--- config.mk ---
export PLATFORM = sky130hd
export DESIGN_NAME = pc_gen
export DESIGN_NICKNAME = d
export VERILOG_FILES = /design/src/rtl/pc_gen_pkg.sv /design/src/rtl/pc_hist_buf.sv /design/src/rtl/pc_gen.sv
export SDC_FILE = /design/constraint.sdc
export NUM_CORES = 1
export LEC_CHECK = 0
export BUFFER_PORTS_ARGS = -buffer_cell sky130_fd_sc_hd__buf_2
export CORE_UTILIZATION = 35
export DETAILED_ROUTE_END_ITERATION = 10
export PLACE_DENSITY = 0.66
export SLEW_MARGIN = 20
export SYNTH_ARGS = -nofsm -noshare
export SYNTH_HDL_FRONTEND = slang
export SYNTH_SLANG_ARGS = --single-unit
export TNS_END_PERCENT = 5
--- constraint.sdc ---
create_clock -name clk -period 2.5 [get_ports clk]
set_input_delay 0.125 -clock clk [delete_from_list [all_inputs] [get_ports clk]]
set_output_delay 0.125 -clock clk [all_outputs]
set_load 0.01 [all_outputs]
--- src/rtl/pc_gen_pkg.sv ---
// Shared types for the program-counter generator: FSM states, next-pc source
// encoding and the instruction-alignment mask.
package pc_gen_pkg;

   typedef enum logic [1:0] {
      BOOT  = 2'd0,
      FETCH = 2'd1,
      EXEC  = 2'd2
   } state_t;

   typedef enum logic [1:0] {
      SRC_SEQ  = 2'd0,
      SRC_JUMP = 2'd1,
      SRC_TRAP = 2'd2
   } pc_src_t;

   // Low PC bits that must be zero for a 4-byte aligned instruction address.
   localparam logic [1:0] PC_ALIGN_MASK = 2'b11;

   // Trap outranks a taken jump; otherwise fall through to the sequential PC.
   function automatic pc_src_t sel_src(input logic trap, input logic jump);
      if (trap)
         return SRC_TRAP;
      else if (jump)
         return SRC_JUMP;
      else
         return SRC_SEQ;
   endfunction

endpackage

--- src/rtl/pc_hist_buf.sv ---
// Ring buffer of recent redirect targets; index 0 reads the newest entry and
// any index at or beyond the valid-entry count reads as zero.
module pc_hist_buf #(
   parameter int unsigned XLEN       = 32,
   parameter int unsigned HIST_DEPTH = 8
) (
   input  logic                          clk,
   input  logic                          rst,
   input  logic                          wr_en,
   input  logic [XLEN-1:0]               wr_data,
   input  logic [$clog2(HIST_DEPTH)-1:0] rd_idx,
   output logic [XLEN-1:0]               rd_data,
   output logic [$clog2(HIST_DEPTH):0]   count
);

   localparam int unsigned PTR_W = $clog2(HIST_DEPTH);

   logic [XLEN-1:0]  mem [HIST_DEPTH];
   logic [PTR_W-1:0] wr_ptr;
   logic [PTR_W-1:0] rd_addr;

   always_ff @(posedge clk) begin
      if (rst) begin
         wr_ptr <= '0;
         count  <= '0;
      end else if (wr_en) begin
         wr_ptr <= wr_ptr + PTR_W'(1);
         if (count != (PTR_W+1)'(HIST_DEPTH))
            count <= count + (PTR_W+1)'(1);
      end
   end

   // Storage is left uncleared by reset; the count gates what is visible.
   always_ff @(posedge clk) begin
      if (wr_en)
         mem[wr_ptr] <= wr_data;
   end

   always_comb begin
      rd_addr = wr_ptr - PTR_W'(1) - rd_idx;
      rd_data = '0;
      if ({1'b0, rd_idx} < count)
         rd_data = mem[rd_addr];
   end

endmodule

--- src/rtl/pc_gen.sv ---
// Program-counter generator: BOOT/FETCH/EXEC sequencer with trap > jump > seq
// next-pc selection. Define PC_GEN_HIST_EN to add the redirect-history ring.
module pc_gen
   import pc_gen_pkg::*;
#(
   parameter int unsigned     XLEN       = 32,
   parameter logic [XLEN-1:0] RESET_VEC  = 'h8000_0000,
   parameter int unsigned     STEP       = 4,
   parameter int unsigned     HIST_DEPTH = 8
) (
   input  logic                          clk,
   input  logic                          rst,
   output logic                          fetch_valid,
   input  logic                          fetch_ready,
   output logic [XLEN-1:0]               fetch_pc,
   input  logic                          commit_valid,
   input  logic                          commit_jump,
   input  logic [XLEN-1:0]               commit_target,
   input  logic                          trap_valid,
   input  logic [XLEN-1:0]               trap_target,
   output logic [XLEN-1:0]               pc,
   output logic [XLEN-1:0]               snpc,
`ifdef PC_GEN_HIST_EN
   input  logic [$clog2(HIST_DEPTH)-1:0] hist_idx,
   output logic [XLEN-1:0]               hist_data,
   output logic [$clog2(HIST_DEPTH):0]   hist_count,
`endif
   output logic                          misalign
);

   if (HIST_DEPTH < 2 || (HIST_DEPTH & (HIST_DEPTH - 1)) != 0) begin : g_bad_depth
      $error("pc_gen: HIST_DEPTH must be a power of two and at least 2");
   end

   state_t          state;
   pc_src_t         src;
   logic [XLEN-1:0] jump_pc;
   logic [XLEN-1:0] trap_pc;
   logic [XLEN-1:0] next_pc;
   logic            retire;
   logic            jump_misaligned;

   assign snpc     = pc + XLEN'(STEP);
   assign fetch_pc = pc;

   // JALR always drops bit 0; trap vectors are forced fully aligned.
   assign jump_pc = commit_target & ~XLEN'(1'b1);
   assign trap_pc = trap_target & ~XLEN'(PC_ALIGN_MASK);

   assign retire          = (state == EXEC) && (commit_valid || trap_valid);
   assign jump_misaligned = |(jump_pc[1:0] & PC_ALIGN_MASK);

   always_comb begin
      src = sel_src(trap_valid, commit_jump);
      unique case (src)
         SRC_TRAP: next_pc = trap_pc;
         SRC_JUMP: next_pc = jump_pc;
         default:  next_pc = snpc;
      endcase
   end

   always_ff @(posedge clk) begin
      if (rst) begin
         state       <= BOOT;
         pc          <= RESET_VEC;
         fetch_valid <= 1'b0;
         misalign    <= 1'b0;
      end else begin
         misalign <= 1'b0;
         unique case (state)
            BOOT: begin
               state       <= FETCH;
               fetch_valid <= 1'b1;
            end
            FETCH: begin
               if (fetch_ready) begin
                  state       <= EXEC;
                  fetch_valid <= 1'b0;
               end
            end
            EXEC: begin
               if (retire) begin
                  pc          <= next_pc;
                  state       <= FETCH;
                  fetch_valid <= 1'b1;
                  misalign    <= (src == SRC_JUMP) && commit_valid && jump_misaligned;
               end
            end
            default: begin
               state       <= BOOT;
               fetch_valid <= 1'b0;
            end
         endcase
      end
   end

`ifdef PC_GEN_HIST_EN
   logic hist_wr;

   assign hist_wr = retire && (trap_valid || commit_jump);

   pc_hist_buf #(
      .XLEN       (XLEN),
      .HIST_DEPTH (HIST_DEPTH)
   ) u_hist (
      .clk     (clk),
      .rst     (rst),
      .wr_en   (hist_wr),
      .wr_data (next_pc),
      .rd_idx  (hist_idx),
      .rd_data (hist_data),
      .count   (hist_count)
   );
`endif

endmodule

==> impl_metrics.py, run 1 <==
metrics = {
    "final_layout": {
        "n_antenna_cell": 0,
        "nNetsFinal": 586,
        "final_common_cell": "buf_2",
        "layout_common_cells": "buf_2, nand2_1, nor2_1, dfxtp_1, a21oi_1",
        "area_delta_synth_final_pct": 29.06,
        "nFillCells": 825,
        "drive_gt1_share_pct": 41.28,
    },
    "drt": {
        "num_vias": 3432,
        "wl_um": 10040,
        "drt_pass1_iterations": 4,
        "wl_per_cell_um": 16.25,
        "ant_nets": 0,
        "drt_drc_violations_left": 0,
        "drt_iter0_drc": 144,
        "viasPerCell": 5.553,
    },
    "timing": {
        "fmax_mhz": 415.6,
        "worst_hold_slack_ns": 0.1026,
        "finClkSkew_ns": 0.009265,
        "setup_violations": 0,
        "period_needed_ns": 2.406,
        "finalSetupTns_ns": 0,
        "hold_violations": 0,
        "worst_pin_slew_ns": 0.8050,
        "fin_crit_sh_pct": 96.25,
        "drv_slew": 0,
        "rsz0062_at_grt": "no",
        "slew_headroom_pct": 46.13,
    },
    "grt": {
        "met2_usage_pct": 39.71,
        "top_usage_layer": "met2",
        "grtUsageTotal_pct": 22.48,
        "grt_use_met1_pct": 27.89,
        "use_met3_pct": 3.496,
        "overflow": 0,
        "antenna_found_initial": 0,
        "grt_pass1_vias": 3063,
        "grt_pass1_wl_um": 15280,
        "grt_max_degree": 38,
    },
    "clock_tree": {
        "cts.clk_slew.worst_paths_ns": 0.08,
        "cts_sinks": 34,
        "cts_made_buffers": 5,
        "cts_setup_buffers": 0,
        "tritoncts": "done",
        "cts_resized": 2,
        "clkLatencyLatePin_ns": 0.29,
        "cts_root_buf": "clkbuf_8",
        "cts_buffer_depth": 2,
        "cts-hold-fix-buffers": 0,
        "htree_num_levels": 2,
    },
    "synthesis": {
        "syn_area_per_cell_um2": 7.462,
        "synthCells": 390,
        "async_flop_share_pct": 0,
        "ys_seq_area_share_pct": 23.39,
        "syn_area_um2": 2910,
        "netlist.area_leader.share_pct": 23.39,
        "synth_cell_types": 59,
        "yosys.area.top_type": "dfxtp_1",
        "synth-edff-count": 0,
        "yosys_warnings": 0,
        "netlist_top_cells_area": "dfxtp_1, buf_4, xnor2_1, nand2_1, nor2_1",
        "synth_ff_type": "dfxtp_1",
        "ys_ff_latch": 34,
    },
    "power_and_ir_drop": {
        "p_per_area_nw_per_um2": 348.7,
        "leakage_nw": 1.825,
        "ir_worst_vdd_mv": 0.1926,
    },
    "worst_setup_path": {
        "crit-reg2reg-launch": "fetch_pc[17]",
        "path_class": "reg2out",
        "cp_data_required_time_ns": 2.38,
        "cp_max_fo": 6,
        "arrival_ns": 2.28,
        "cp-end-kind": "primary output",
        "start_kind": "flop",
        "critPathLaunch": "fetch_pc[14]",
    },
    "die": {
        "initial_utilization_pct": 36.90,
        "die_h_um": 93.19,
        "num_rows": 32,
        "io_pins": 168,
        "dieWidth_um": 93.19,
        "core_um2": 7888,
        "die_area_um2": 8683,
    },
    "placed_design": {
        "dp_hpwl_um": 7347,
        "gp_congestion": 0.8551,
        "io_buffer_count": 161,
    },
    "hold_path": {
        "hold_class": "in2reg",
        "hold_start": "commit_target[1]",
    },
    "status": {
        "status": "finished, final reports clean",
    },
    "job": {
        "cap_violations": 0,
    },
}
## power by group
group          internal (W)  total (W)  switching (W)
registers          0.000559   0.000588      0.0000288
logic              0.000130   0.000290       0.000161
clock network      0.000222   0.000432       0.000209
## worst max-delay path, stage by stage, from the launching register on
cell     delay (ns)
dfxtp_1        0.43
nand3_1        0.16
buf_4          0.19
nor4_4         0.25
or4b_4         0.54
nor2_1         0.14
xor2_1         0.14
buf_2          0.14
## through the flow
stage | worst slack [ns] | power (W) | instance area [um^2] | utilization, % | std cells
after floorplan | 0.1750 | 0.0007689 | 2918 | - | 392
after global placement | 0.3287 | 0.0008846 | 3641 | 46.16 | 610
after detailed placement | 0.2871 | 0.0008887 | 3641 | 46.16 | 610
after CTS | 0.007279 | 0.001316 | 3737 | 47.38 | 618
after global routing | 0.01190 | 0.001377 | 3756 | 47.62 | 618
final | 0.09376 | 0.001310 | 3756 | 47.62 | 618
## routing by layer
layer	share of wire [%]	up-vias
met1	41	1594
met5	0	-
met4	1.2	0
met3	8.4	10
li1	-	1650
met2	49	178
## worst paths after layout
check | slack (ns) | end | cells past startpoint
min reg2reg | 0.50 | fetch_pc[1] | 1
max | 0.09 | snpc[30] | 7
max reg2reg | 0.38 | fetch_pc[20] | 5
min | 0.10 | misalign | 2
## cell usage after synthesis (all sizes together) (3+ instances only)
cell,number
o211ai,12
clkbuf,25
and4,3
buf,41
xnor2,19
a32o,3
or4,5
nand4,10
nor2,31
nand2,34
xor2,8
a31oi,4
mux2i,3
inv,8
a22o,6
or2,4
and3,8
a22oi,9
o22ai,3
a221o,6
a21oi,22
dfxtp,34
o21ai,21
a21o,4
nand3,18
nor4,6
o31ai,5
a221oi,3
nor3,6
## state kept, by name, indices dropped and copies added (netlist names)
register / count
misalign: 1
state: 2
fetch_pc: 31
## kinds of logic after synthesis
logic type	Yosys count	share of synthesized area (%)
AO/OA/AOI/OAI	115	27.64
XOR/XNOR	27	8.126
adder cells (fa/ha/maj)	1	0.4299
buffers and inverters	74	14.27
flip-flops	34	23.39
multiplexers	3	1.032
other	1	0.1289
AND/OR/NAND/NOR	135	24.98
## area by class of cell
cell class | instances | area (um^2) | area share [%]
repair buffers | 182 | 975.9 | 25.98
flip-flops and latches | 34 | 690.7 | 18.39
clock inverters | 1 | 5.005 | 0.1332
well taps | 102 | 127.6 | 3.398
inverters | 8 | 30.03 | 0.7995
clock buffers | 7 | 86.33 | 2.298
multi-input cells | 284 | 1841 | 49.00
Note: power is estimated with default switching activity, not from simulation.
==> run 2, diff against run 1 <==
--- a/config.mk
+++ b/config.mk
@@ -8,6 +8,7 @@
 export BUFFER_PORTS_ARGS = -buffer_cell sky130_fd_sc_hd__buf_2
 export CORE_UTILIZATION = 35
 export DETAILED_ROUTE_END_ITERATION = 10
+export MAX_ROUTING_LAYER = met4
 export PLACE_DENSITY = 0.66
 export SLEW_MARGIN = 20
 export SYNTH_ARGS = -nofsm -noshare
==> constraint.sdc (replaced) <==
create_clock -name clk -period 2.5 [get_ports clk]
set_input_delay 0.125 -clock clk [delete_from_list [all_inputs] [get_ports clk]]
set_output_delay 0.125 -clock clk [all_outputs]
set_load 0.05 [all_outputs]
==> run 2 against run 1 <==
Sequential cell count stayed put. Critical path type unchanged. Critical path depth is 2 lower. Non-clock buffer count rose by 7. Fmax decreased by 1.9%. Worst setup slack worse by 0.046 ns.
==> impl_metrics.py, run 2 (synthesis results as in run 1) <==
metrics = {
    "status": {
        "status": "finished, final reports clean",
    },
    "placed_design": {
        "io_buffer_count": 161,
        "placed_cell_area_um2": 3769,
        "dp_hpwl_um": 7578,
        "dp.cells": 616,
        "gp_congestion": 0.8529,
    },
    "grt": {
        "overflow": 0,
        "grt_pass1_vias": 3142,
        "grt_pass1_wl_um": 16250,
        "grt_max_degree": 35,
        "grtUsageTotal_pct": 24.66,
        "antenna_found_initial": 0,
    },
    "clock_tree": {
        "cts_sinks": 34,
        "clkLatencyLatePin_ns": 0.28,
        "cts-hold-fix-buffers": 0,
        "tritoncts": "done",
        "cts_made_buffers": 5,
        "cts.clk_slew.worst_paths_ns": 0.07,
        "cts_root_buf": "clkbuf_8",
        "htree_num_levels": 2,
        "cts_buffer_depth": 2,
    },
    "timing": {
        "hold_violations": 0,
        "fmax_mhz": 407.8,
        "fin_crit_sh_pct": 98.10,
        "drv_slew": 0,
        "slew_headroom_pct": 45.38,
        "rsz0062_at_grt": "yes",
        "setup_violations": 0,
        "period_needed_ns": 2.452,
        "finClkSkew_ns": 0.004125,
        "worst_pin_slew_ns": 0.8162,
    },
    "worst_setup_path": {
        "crit_family": "simple AND/OR/NAND/NOR gates",
        "cp_data_required_time_ns": 2.38,
        "worst-path-buf-inv": 1,
        "slowest_stage": "or4_4",
        "path_cells": "nand3_2 > or4_4 > o41a_1 > or2_1 > buf_4",
        "reg2regPathDepth": 6,
        "start_kind": "flop",
        "critical_path_depth": 5,
        "path_class": "reg2out",
        "arrival_ns": 2.33,
        "cp_max_fo": 6,
        "slowest_delay_ns": 0.61,
        "cp-end-kind": "primary output",
    },
    "die": {
        "io_pins": 168,
        "die_area_um2": 8683,
        "initial_utilization_pct": 36.90,
        "dieWidth_um": 93.19,
        "die_h_um": 93.19,
        "core_um2": 7888,
        "num_rows": 32,
    },
    "job": {
        "cap_violations": 0,
    },
    "power_and_ir_drop": {
        "ir_worst_vdd_mv": 0.1792,
        "leakage_nw": 1.918,
        "p_per_area_nw_per_um2": 369.2,
    },
    "final_layout": {
        "stdcell_area_um2": 3956,
        "largest_reg_flops": 31,
        "final_common_cell": "buf_2",
        "layout_common_cells": "buf_2, nand2_1, nor2_1, buf_4",
        "area_delta_synth_final_pct": 35.94,
        "final_util_pct": 50.16,
        "nNetsFinal": 593,
        "n_antenna_cell": 0,
        "drive_gt1_share_pct": 44.74,
        "layout.cells.non_filler": 625,
    },
    "hold_path": {
        "hold_class": "in2reg",
        "whs_path_depth": 2,
    },
    "drt": {
        "drt_drc_violations_left": 0,
        "ant_nets": 0,
        "drt_pass1_iterations": 5,
        "drt_iter0_drc": 204,
        "wl_per_cell_um": 16.58,
        "wl_um": 10360,
        "viasPerCell": 5.621,
        "num_vias": 3513,
    },
}
[run 2: changes by cell type in the layout (fill, tap and decap cells not counted), moves of 2 or more]
cell	change
buf_2	-2
buf_4	+7
dfxtp_1	-4
dfxtp_2	-3
dfxtp_4	+7
nand3_1	-2
xnor2_1	-3
xnor2_2	+3
xor2_1	-3
xor2_2	+2
[run 2: path summary, 6_finish.rpt]
check                               endpoint  slack (ns)              from
worst min register to register   fetch_pc[1]        0.51       fetch_pc[1]
worst min-delay path                misalign        0.11  commit_target[1]
worst max-delay path                snpc[29]        0.05      fetch_pc[14]
worst max register to register  fetch_pc[20]        0.46      fetch_pc[16]
[run 2: where the power goes]
| group | total [W] | internal [W] | switching [W] |
|---|---|---|---|
| Sequential | 0.000581 | 0.000553 | 0.0000278 |
| Combinational | 0.000453 | 0.000141 | 0.000312 |
| Clock | 0.000427 | 0.000222 | 0.000205 |
[run 2: layout make-up]
cell class | count | area, um^2
fillers | 810 | 3931
repair buffers | 189 | 1050
clock buffers | 7 | 86.33
inverters | 8 | 30.03
well taps | 102 | 127.6
clock inverters | 1 | 5.005
multi-input cells | 284 | 1944
flip-flops and latches | 34 | 713.2
[run 2: stage by stage]
stage / hold WS (ns) / setup TNS, ns / total power [W] / worst slack, ns
finish: 0.1135 / 0 / 0.001461 / 0.04752
global route: 0.1043 / -0.05762 / 0.001528 / -0.04433
CTS: 0.1084 / 0 / 0.001476 / 0.01087
detailed placement: 0.4026 / 0 / 0.001049 / 0.1403
global placement: 0.3914 / 0 / 0.001044 / 0.1788
floorplan: 0.2975 / -1.532 / 0.0009188 / -0.2080
[run 2: repair_timing]
action,CTS,global route
setup buffers,1,0
endpoints found under the setup margin,3,4
pin swaps,2,2
gates resized for setup,8,17
[run 2: routing by layer]
metal | GRT usage (%) | share of wire, %
met2 | 41.85 | 49
met1 | 30.88 | 42
met3 | 3.902 | 8.1
met5 | - | 0
met4 | 5.385 | 0.67
